`src/rtl/video_pkg.sv`:
```
// Shared types and colour constants for the video pattern generator.
// Colours use the codebase packing {R[23:16], B[15:8], G[7:0]}.
package video_pkg;

    typedef logic [23:0] pixel_t;

    typedef enum logic [1:0] {
        PAT_BARS,
        PAT_RAMP,
        PAT_CHECK,
        PAT_SOLID
    } pattern_e;

    typedef enum logic [1:0] {
        ST_IDLE,
        ST_ACTIVE,
        ST_GAP
    } vpg_state_e;

    localparam pixel_t C_WHITE   = 24'hFFFFFF;
    localparam pixel_t C_YELLOW  = 24'hFF00FF;
    localparam pixel_t C_CYAN    = 24'h00FFFF;
    localparam pixel_t C_GREEN   = 24'h0000FF;
    localparam pixel_t C_MAGENTA = 24'hFFFF00;
    localparam pixel_t C_RED     = 24'hFF0000;
    localparam pixel_t C_BLUE    = 24'h00FF00;
    localparam pixel_t C_BLACK   = 24'h000000;

    function automatic pixel_t bar_color(input logic [2:0] idx);
        pixel_t c;
        c = C_BLACK;
        unique case (idx)
            3'd0: c = C_WHITE;
            3'd1: c = C_YELLOW;
            3'd2: c = C_CYAN;
            3'd3: c = C_GREEN;
            3'd4: c = C_MAGENTA;
            3'd5: c = C_RED;
            3'd6: c = C_BLUE;
            3'd7: c = C_BLACK;
        endcase
        return c;
    endfunction

endpackage

```
`src/rtl/vpg_pixel_calc.sv`:
```
// Combinational pixel value for one coordinate of the selected pattern.
// Only x[7:0] and y[4] are needed by any pattern.
module vpg_pixel_calc
    import video_pkg::*;
(
    input  pattern_e    pattern,
    input  logic [7:0]  x,
    input  logic        y4,
    input  logic [2:0]  bar_idx,
    input  pixel_t      solid,
    output pixel_t      pixel
);

    always_comb begin
        pixel = C_BLACK;
        unique case (pattern)
            PAT_BARS:  pixel = bar_color(bar_idx);
            PAT_RAMP:  pixel = {x, x, x};
            PAT_CHECK: pixel = (x[4] ^ y4) ? C_WHITE : C_BLACK;
            PAT_SOLID: pixel = solid;
        endcase
    end

endmodule

```
`src/rtl/axis_video_pattern_gen.sv`:
```
// AXI4-Stream RGB test-pattern source with SOF/EOL framing,
// full backpressure and a programmable inter-line gap.
module axis_video_pattern_gen
    import video_pkg::*;
#(
    parameter int H_ACTIVE = 1920,
    parameter int V_ACTIVE = 1080,
    parameter int H_GAP    = 0,
    parameter int FCNT_W   = 16
) (
    input  logic              aclk,
    input  logic              aresetn,
    input  logic              enable,
    input  logic [1:0]        pattern_sel,
    input  logic [23:0]       solid_color,
    output logic [23:0]       m_axis_video_tdata,
    output logic              m_axis_video_tvalid,
    input  logic              m_axis_video_tready,
    output logic              m_axis_video_tuser,
    output logic              m_axis_video_tlast,
    output logic              frame_done,
    output logic [FCNT_W-1:0] frame_count
);

    localparam int XW    = ($clog2(H_ACTIVE + 1) > 8) ? $clog2(H_ACTIVE + 1) : 8;
    localparam int YW    = ($clog2(V_ACTIVE + 1) > 5) ? $clog2(V_ACTIVE + 1) : 5;
    localparam int BAR_W = H_ACTIVE / 8;
    localparam int BW    = $clog2(BAR_W + 1);
    localparam int GW    = $clog2(H_GAP + 2);

    localparam logic [XW-1:0] X_LAST   = XW'(H_ACTIVE - 1);
    localparam logic [YW-1:0] Y_LAST   = YW'(V_ACTIVE - 1);
    localparam logic [BW-1:0] BAR_LAST = BW'(BAR_W - 1);
    localparam logic [GW-1:0] GAP_LAST = GW'((H_GAP > 0) ? H_GAP - 1 : 0);

    vpg_state_e        state, state_n;
    logic [XW-1:0]     x, x_n;
    logic [YW-1:0]     y, y_n;
    logic [BW-1:0]     bar_cnt, bar_cnt_n;
    logic [2:0]        bar_idx, bar_idx_n;
    logic [GW-1:0]     gap_cnt, gap_cnt_n;
    logic              eof_q, eof_n;
    pattern_e          pat_q, pat_n;
    pixel_t            solid_q, solid_n;
    pixel_t            pix, data_n;
    logic              valid_n, user_n, last_n, fdone_n;
    logic [FCNT_W-1:0] fcnt_n;
    logic              hs, load, start;

    assign hs = m_axis_video_tvalid & m_axis_video_tready;

    vpg_pixel_calc u_calc (
        .pattern (pat_n),
        .x       (x_n[7:0]),
        .y4      (y_n[4]),
        .bar_idx (bar_idx_n),
        .solid   (solid_n),
        .pixel   (pix)
    );

    always_comb begin
        state_n   = state;
        x_n       = x;
        y_n       = y;
        bar_cnt_n = bar_cnt;
        bar_idx_n = bar_idx;
        gap_cnt_n = gap_cnt;
        eof_n     = eof_q;
        pat_n     = pat_q;
        solid_n   = solid_q;
        valid_n   = m_axis_video_tvalid;
        user_n    = m_axis_video_tuser;
        last_n    = m_axis_video_tlast;
        fdone_n   = 1'b0;
        fcnt_n    = frame_count;
        load      = 1'b0;
        start     = 1'b0;

        unique case (state)
            ST_IDLE: begin
                start = enable;
            end
            ST_ACTIVE: begin
                if (hs) begin
                    user_n = 1'b0;
                    if (x != X_LAST) begin
                        x_n  = x + 1'b1;
                        load = 1'b1;
                        if (bar_cnt == BAR_LAST) begin
                            bar_cnt_n = '0;
                            bar_idx_n = bar_idx + 1'b1;
                        end else begin
                            bar_cnt_n = bar_cnt + 1'b1;
                        end
                    end else begin
                        x_n       = '0;
                        bar_cnt_n = '0;
                        bar_idx_n = '0;
                        eof_n     = (y == Y_LAST);
                        if (y == Y_LAST) begin
                            y_n     = '0;
                            fdone_n = 1'b1;
                            fcnt_n  = frame_count + 1'b1;
                        end else begin
                            y_n = y + 1'b1;
                        end
                        if (H_GAP > 0) begin
                            state_n   = ST_GAP;
                            gap_cnt_n = '0;
                            valid_n   = 1'b0;
                            last_n    = 1'b0;
                        end else if (y != Y_LAST) begin
                            load = 1'b1;
                        end else if (enable) begin
                            start = 1'b1;
                        end else begin
                            state_n = ST_IDLE;
                            valid_n = 1'b0;
                            last_n  = 1'b0;
                        end
                    end
                end
            end
            ST_GAP: begin
                if (gap_cnt == GAP_LAST) begin
                    if (!eof_q) begin
                        state_n = ST_ACTIVE;
                        load    = 1'b1;
                    end else if (enable) begin
                        start = 1'b1;
                    end else begin
                        state_n = ST_IDLE;
                    end
                end else begin
                    gap_cnt_n = gap_cnt + 1'b1;
                end
            end
            default: state_n = ST_IDLE;
        endcase

        // New frame: selects are captured here and held until the next SOF
        if (start) begin
            state_n   = ST_ACTIVE;
            pat_n     = pattern_e'(pattern_sel);
            solid_n   = solid_color;
            x_n       = '0;
            y_n       = '0;
            bar_cnt_n = '0;
            bar_idx_n = '0;
            eof_n     = 1'b0;
            user_n    = 1'b1;
            load      = 1'b1;
        end

        if (load) begin
            valid_n = 1'b1;
            last_n  = (x_n == X_LAST);
        end
        data_n = load ? pix : m_axis_video_tdata;
    end

    always_ff @(posedge aclk) begin
        if (!aresetn) begin
            state               <= ST_IDLE;
            x                   <= '0;
            y                   <= '0;
            bar_cnt             <= '0;
            bar_idx             <= '0;
            gap_cnt             <= '0;
            eof_q               <= 1'b0;
            pat_q               <= PAT_BARS;
            solid_q             <= '0;
            m_axis_video_tdata  <= '0;
            m_axis_video_tvalid <= 1'b0;
            m_axis_video_tuser  <= 1'b0;
            m_axis_video_tlast  <= 1'b0;
            frame_done          <= 1'b0;
            frame_count         <= '0;
        end else begin
            state               <= state_n;
            x                   <= x_n;
            y                   <= y_n;
            bar_cnt             <= bar_cnt_n;
            bar_idx             <= bar_idx_n;
            gap_cnt             <= gap_cnt_n;
            eof_q               <= eof_n;
            pat_q               <= pat_n;
            solid_q             <= solid_n;
            m_axis_video_tdata  <= data_n;
            m_axis_video_tvalid <= valid_n;
            m_axis_video_tuser  <= user_n;
            m_axis_video_tlast  <= last_n;
            frame_done          <= fdone_n;
            frame_count         <= fcnt_n;
        end
    end

endmodule

```
`config.mk`:
```
export PLATFORM = sky130hd
export DESIGN_NAME = axis_video_pattern_gen
export DESIGN_NICKNAME = d
export VERILOG_FILES = /design/src/rtl/video_pkg.sv /design/src/rtl/vpg_pixel_calc.sv /design/src/rtl/axis_video_pattern_gen.sv
export SDC_FILE = /design/constraint.sdc
export NUM_CORES = 1
export LEC_CHECK = 0
export CORE_MARGIN = 2
export CORE_UTILIZATION = 50
export CTS_CLUSTER_SIZE = 16
export DETAILED_ROUTE_END_ITERATION = 8
export HOLD_SLACK_MARGIN = 0.06
export PLACE_DENSITY = 0.83
export SLEW_MARGIN = 20
export SYNTH_ARGS = -nofsm -noshare
export SYNTH_HDL_FRONTEND = slang
export SYNTH_SLANG_ARGS = --single-unit
```
`constraint.sdc`:
```
create_clock -name aclk -period 4.6 [get_ports aclk]
set_input_delay 0.46 -clock aclk [delete_from_list [all_inputs] [get_ports aclk]]
set_output_delay 0.46 -clock aclk [all_outputs]
set_load 0.02 [all_outputs]
```
==> metrics.csv, run 1 <==
metric,value,unit
p_per_area,311.8,nW/µm²
synthSimpleGateAreaFrac,0.2287,
wl_met3,823,µm
clkLatencyLatePin,0.38,ns
fin_area,5896,µm²
grt_max_degree,35,
status,"complete, no violations",
synth_compound_area_frac,0.1425,
synth_warnings,0,
synth_top_family_by_area,simple AND/OR/NAND/NOR gates,
cap_viol_max_count,0,
postLayoutCoreUtil,0.6088,
critical_path_arrival,3.60,ns
end_kind,flip-flop,
grt-ovfl-total,0,
finalSetupTns,0,ns
vias,4210,
drt-total-wl,11940,µm
hold_path.class,reg2reg,
skew,0.01323,ns
startpoint_type,flip-flop,
cts_htree_levels,3,
met2_length,5516,µm
ys_types,61,
antenna_cells,0,
fin_ws,1.234,ns
cts_num_sinks,106,
worst_slew_pin_slew,0.8608,ns
cts_tree,done,
grt_first_pass_wirelength,19580,µm
start_util,0.5096,
synth_adder_area_share,0.02282,
area_delta_synth_final,19.47,%
critPathMaxStageDelay,0.64,ns
setup_violations,0,
placed_area,5695,µm²
post-route-period-util,0.7318,
syn_area,4935,µm²
cts_hold_buf,0,
ys_async_sr_fraction,0,
die_w,103.3,µm
track_usage,0.2333,
yosys.area_share.xor_xnor,0.07277,
top_layer,met4,
rsz0062_at_grt,no,
worstPathRequired,4.83,ns
numCtsBuffers,9,
clockBufferDepth,2,
cp_max_fo,29,
wl_per_cell,16.31,µm
syn_inst,532,
ant_nets,0,
grt_pass1_vias,4142,
gp_congestion,0.8710,
post-place-ws,1.058,ns
layout_min_cycle_time,3.366,ns
syn_nets,571,
die_area,10680,µm²
vdd_drop_max,0.2292,mV
antenna_found_initial,0,
cts-resized-gates,0,
crit_chain,"inv_1, ha_1, nand3_2, or4_4, o21ai_2, buf_4, or3_4, o21a_1, a41oi_1",
root_buffer,clkbuf_8,
core,9684,µm²
finalMaxSlewViolations,0,
synth-edff-count,0,
dr.pass1.iters,5,
clk_pin_slew,0.10,ns
dp_hpwl,8564,µm
io_buffer_count,73,
critical_path_class,reg2reg,
die_y,103.3,µm
slew_headroom,0.4226,
vias_per_cell,5.751,
synth_seq_area_share,0.4300,
ios,74,
rows,36,
synthMuxAreaShare,0.06187,
critical_path_buf_inv_count,2,
crit_family,simple AND/OR/NAND/NOR gates,
cpMaxStageDelayCell,or4_4,
hold_slack,0.4769,ns
wl_met1,5408,µm
finalHoldViolCount,0,
finalNetCount,634,
leakage,2.122,nW
ys_seq_elements,106,
drt_iter0_drc,208,
postSynthAreaPerCell,9.276,µm²
synth-main-ff-cell,dfxtp_1,
drive_gt1_frac,0.07679,
post_cts_buffers,0,
max_freq,0.2971,GHz
drc,0,
cells in the final DEF (no fill, tap or decap), drive strengths merged, types with 16 or more instances in the layout:
cell / instances
nand3: 18
xor2: 25
clkdlybuf4s50: 73
dfxtp: 106
mux2i: 18
and2: 19
xnor2: 16
nand2: 31
nand2b: 18
o21ai: 35
a21oi: 23
nor2: 62
synth_stat cells, drive strengths merged (2+ instances only):
cell | n | share of area
a21oi | 23 | 0.026
a31oi | 13 | 0.016
a41oi | 15 | 0.028
and2 | 19 | 0.024
and3 | 9 | 0.011
buf | 15 | 0.026
clkbuf | 10 | 0.0076
dfxtp | 106 | 0.43
ha | 9 | 0.023
inv | 9 | 0.0068
mux2 | 10 | 0.023
mux2i | 18 | 0.039
nand2 | 31 | 0.024
nand2b | 18 | 0.023
nand3 | 18 | 0.019
nand4 | 15 | 0.023
nand4b | 2 | 0.0036
nor2 | 62 | 0.048
nor3 | 8 | 0.010
nor4 | 9 | 0.014
nor4b | 5 | 0.010
o211ai | 2 | 0.0030
o21a | 6 | 0.0094
o21ai | 35 | 0.036
o31a | 2 | 0.0036
o32ai | 3 | 0.0053
or3 | 4 | 0.0061
or4 | 2 | 0.0038
xnor2 | 16 | 0.028
xor2 | 25 | 0.044
routing by layer:
metal	up-vias	track usage
li1	2028	-
met1	2004	0.3147
met2	159	0.3638
met3	19	0.06586
met4	0	0.07186
met5	-	0
worst register-to-register path, stage by stage (launching register included):
cell	delay, ns
dfxtp_1	0.36
inv_1	0.13
ha_1	0.32
nand3_2	0.30
or4_4	0.64
o21ai_2	0.39
buf_4	0.35
or3_4	0.35
o21a_1	0.25
a41oi_1	0.13
through the flow:
stage | std cells | power (mW)
detailed placement | 717 | 1.259
global route | 732 | 1.904
finish | 732 | 1.839
CTS | 732 | 1.840
global placement | 717 | 1.252
floorplan | 532 | 1.156
logic make-up after synthesis:
logic type	count (synthesis)
AO/OA/AOI/OAI	106
XOR/XNOR	41
adder cells (fa/ha/maj)	9
buffers and inverters	35
flip-flops	106
multiplexers	28
AND/OR/NAND/NOR	207
report_power, final:
part	total, mW	internal [mW]	switching, mW
sequential	0.979	0.957	0.0227
clock	0.596	0.272	0.325
combinational	0.263	0.119	0.144
total	1.84	1.35	0.491
sequential cells by signal (all words and copies together), names as in the netlist, 3 cells and up:
register and flops:
bar_cnt 8, solid_q 24, x 11, bar_idx 3, y 11, m_axis_video_tdata 24, frame_count 16
final cells by class:
cell class | instances | area, µm²
sequential | 106 | 2122
timing repair buffer | 77 | 760.7
inverter | 10 | 37.54
multi-input combinational | 391 | 2609
fill | 805 | 3789
tap | 133 | 166.4
clock buffer | 11 | 141.4
clock inverter | 4 | 58.81
path summary, 6_finish.rpt:
path / startpoint / slack (ns) / cells past startpoint / end
max reg2reg: state[1] / 1.23 / 9 / m_axis_video_tdata[11]
min reg2reg: y[1] / 0.48 / 2 / y[1]
max: state[1] / 1.23 / 9 / m_axis_video_tdata[11]
min: y[1] / 0.48 / 2 / y[1]
No activity file was read; power rests on OpenSTA's default activity.
==> run 2, diff against run 1 <==
Clock period 4.6 ns to 3.3 ns, I/O delays scaled along.
==> metrics.csv, run 2 (synthesis results as in run 1) <==
metric,value,unit,change
cap_viol_max_count,0,,unchanged
grt-ovfl-total,0,,unchanged
critPathMaxStageDelay,0.52,ns,-0.12 ns
hold_slack,0.4856,ns,+0.008648 ns
cp_max_fo,15,,-48%
max_freq,0.3411,GHz,+15%
drc,0,,unchanged
root_buffer,clkbuf_8,,
ios,74,,unchanged
cts_num_sinks,106,,unchanged
hold_path.class,reg2reg,,
finalMaxSlewViolations,0,,unchanged
finalNetCount,644,,+1.6%
ant_nets,0,,unchanged
cts-resized-gates,0,,unchanged
drive_gt1_frac,0.09508,,+0.01829
worstPathRequired,3.59,ns,-1.24 ns
placed_area,5771,µm²,+1.3%
antenna_cells,0,,unchanged
die_w,103.3,µm,unchanged
rr_endpoint,frame_count[9],,
setup_violations,0,,unchanged
area_delta_synth_final,21.10,%,
r2r.worst_path.cells,10,,+1
vias,4257,,+1.1%
hold_depth,2,,unchanged
clkLatencyLatePin,0.39,ns,about the same
ff_latch_area,2122,µm²,unchanged
rsz0062_at_grt,no,,
worst_slew_pin_slew,0.7213,ns,-0.1395 ns
cts_htree_levels,3,,unchanged
critical_path_arrival,3.22,ns,-0.38 ns
rows,36,,unchanged
top_regs,"m_axis_video_tdata: 24 flops, solid_q: 24 flops, frame_count: 16 flops",,
p_per_area,428.9,nW/µm²,+38%
grt_pass1_vias,4082,,-1.4%
clk_pin_slew,0.11,ns,about the same
slew_headroom,0.5124,,+0.08978
die_area,10680,µm²,unchanged
numCtsBuffers,9,,unchanged
fillers,812,,+0.87%
post_cts_buffers,0,,unchanged
gp_congestion,0.9259,,+6.3%
io_buffer_count,73,,unchanged
vdd_drop_max,0.2491,mV,+8.7%
crit_family,simple AND/OR/NAND/NOR gates,,
core,9684,µm²,unchanged
skew,0.01734,ns,+0.004106 ns
track_usage,0.2310,,-0.002303
critical_path_class,reg2reg,,
finalPower,2.563,mW,+39%
cts_tree,done,,
dp_hpwl,8572,µm,about the same
drt-total-wl,12020,µm,+0.70%
multi_input_area,2609,µm²,unchanged
finalHoldViolCount,0,,unchanged
finalSetupTns,0,ns,unchanged
post-route-period-util,0.8883,,+0.1566
antenna_found_initial,0,,unchanged
critPathMostFrequentCell,buf_4,,
end_kind,flip-flop,,
grt_max_degree,48,,+37%
hp-start,y[1],,
ff2ff_setup_slack,0.37,ns,-0.87 ns
layout_commonest_cell,dfxtp_1,,
final_cell_mix,"dfxtp_1 (106), clkdlybuf4s50_1 (73), nor2_1 (61), nand2_1 (31), o21ai_0 (29)",,
critical_path_buf_inv_count,3,,+1
startpoint_type,flip-flop,,
cts_hold_buf,0,,unchanged
dr.pass1.iters,5,,unchanged
cpMaxStageDelayCell,nor4_1,,
wl_per_cell,16.18,µm,-0.80%
layout_min_cycle_time,2.931,ns,-0.4346 ns
clockBufferDepth,2,,unchanged
drt_iter0_drc,181,,-13%
grt_first_pass_wirelength,19400,µm,-0.95%
fin_area,5976,µm²,+1.4%
reg2reg_from,state[1],,
status,"complete, no violations",,
leakage,2.172,nW,+2.3%
start_util,0.5096,,unchanged
vias_per_cell,5.729,,-0.38%
die_y,103.3,µm,unchanged
holdPathEnd,y[1],,
crit_chain,"inv_1, ha_1, nand3_2, buf_4, nor4_2, buf_4, nand4_1, nor4_1, xor2_1, and2_1",,
## run 2: changes by cell type in the layout (fill, tap and decap cells not counted)
cell       change
bufinv_16      -1
clkinv_8       +1
clkbuf_1       -1
clkinv_4       +2
inv_6          -2
inv_8          +2
buf_4         +10
## run 2: final cells by class
cell class                 count  area share
multi-input combinational    391      0.4366
timing repair buffer          87      0.1399
sequential                   106      0.3551
clock buffer                  10     0.02303
clock inverter                 6     0.01131
inverter                      10    0.006281
tap                          133     0.02785
## run 2: how the worst max path moves through the flow
stage	start	endpoint	cells after the start
3_3_place_gp	m_axis_video_tready	frame_count[10]	9
4_1_cts	state[1]	frame_count[9]	10
3_5_place_dp	m_axis_video_tready	frame_count[9]	9
6_report	state[1]	frame_count[9]	10
2_1_floorplan	state[1]	m_axis_video_tdata[15]	10
5_1_grt	state[1]	frame_count[10]	10
## run 2: power by group
part	internal [mW]	switching [mW]
clock	0.320	0.503
sequential	1.33	0.0314
combinational	0.173	0.202
## run 2: routing by layer
metal / global-route usage / vias up / share of wire
met2: 0.3747 / 156 / 0.48
met3: 0.06048 / 31 / 0.062
met5: 0 / - / 0
met4: 0.09008 / 0 / 0.025
met1: 0.2945 / 2026 / 0.44
li1: - / 2044 / -
## run 2: worst reg2reg max path, delay by kind of cell, from the launching register on
kind,cells,cell delay (ns)
xor gates and xnor gates,1,0.13
adders and majority gates,1,0.32
buffers and inverters,3,0.52
DFF,1,0.36
and+or+nand+nor,5,1.50
## run 2: per-stage QoR
step	setup WS, ns	util	instances
after floorplan	0.7587	-	532
after global placement	0.4144	0.5959	727
after detailed placement	0.3105	0.5959	727
after CTS	0.3758	0.6171	743
after global routing	0.1519	0.6171	743
final	0.3685	0.6171	743
==> run 3, diff against run 2 <==
Settings changed: TNS_END_PERCENT set to 20.
==> results of run 3 <==
The final DEF is identical to that of run 2; final timing and power are the same.
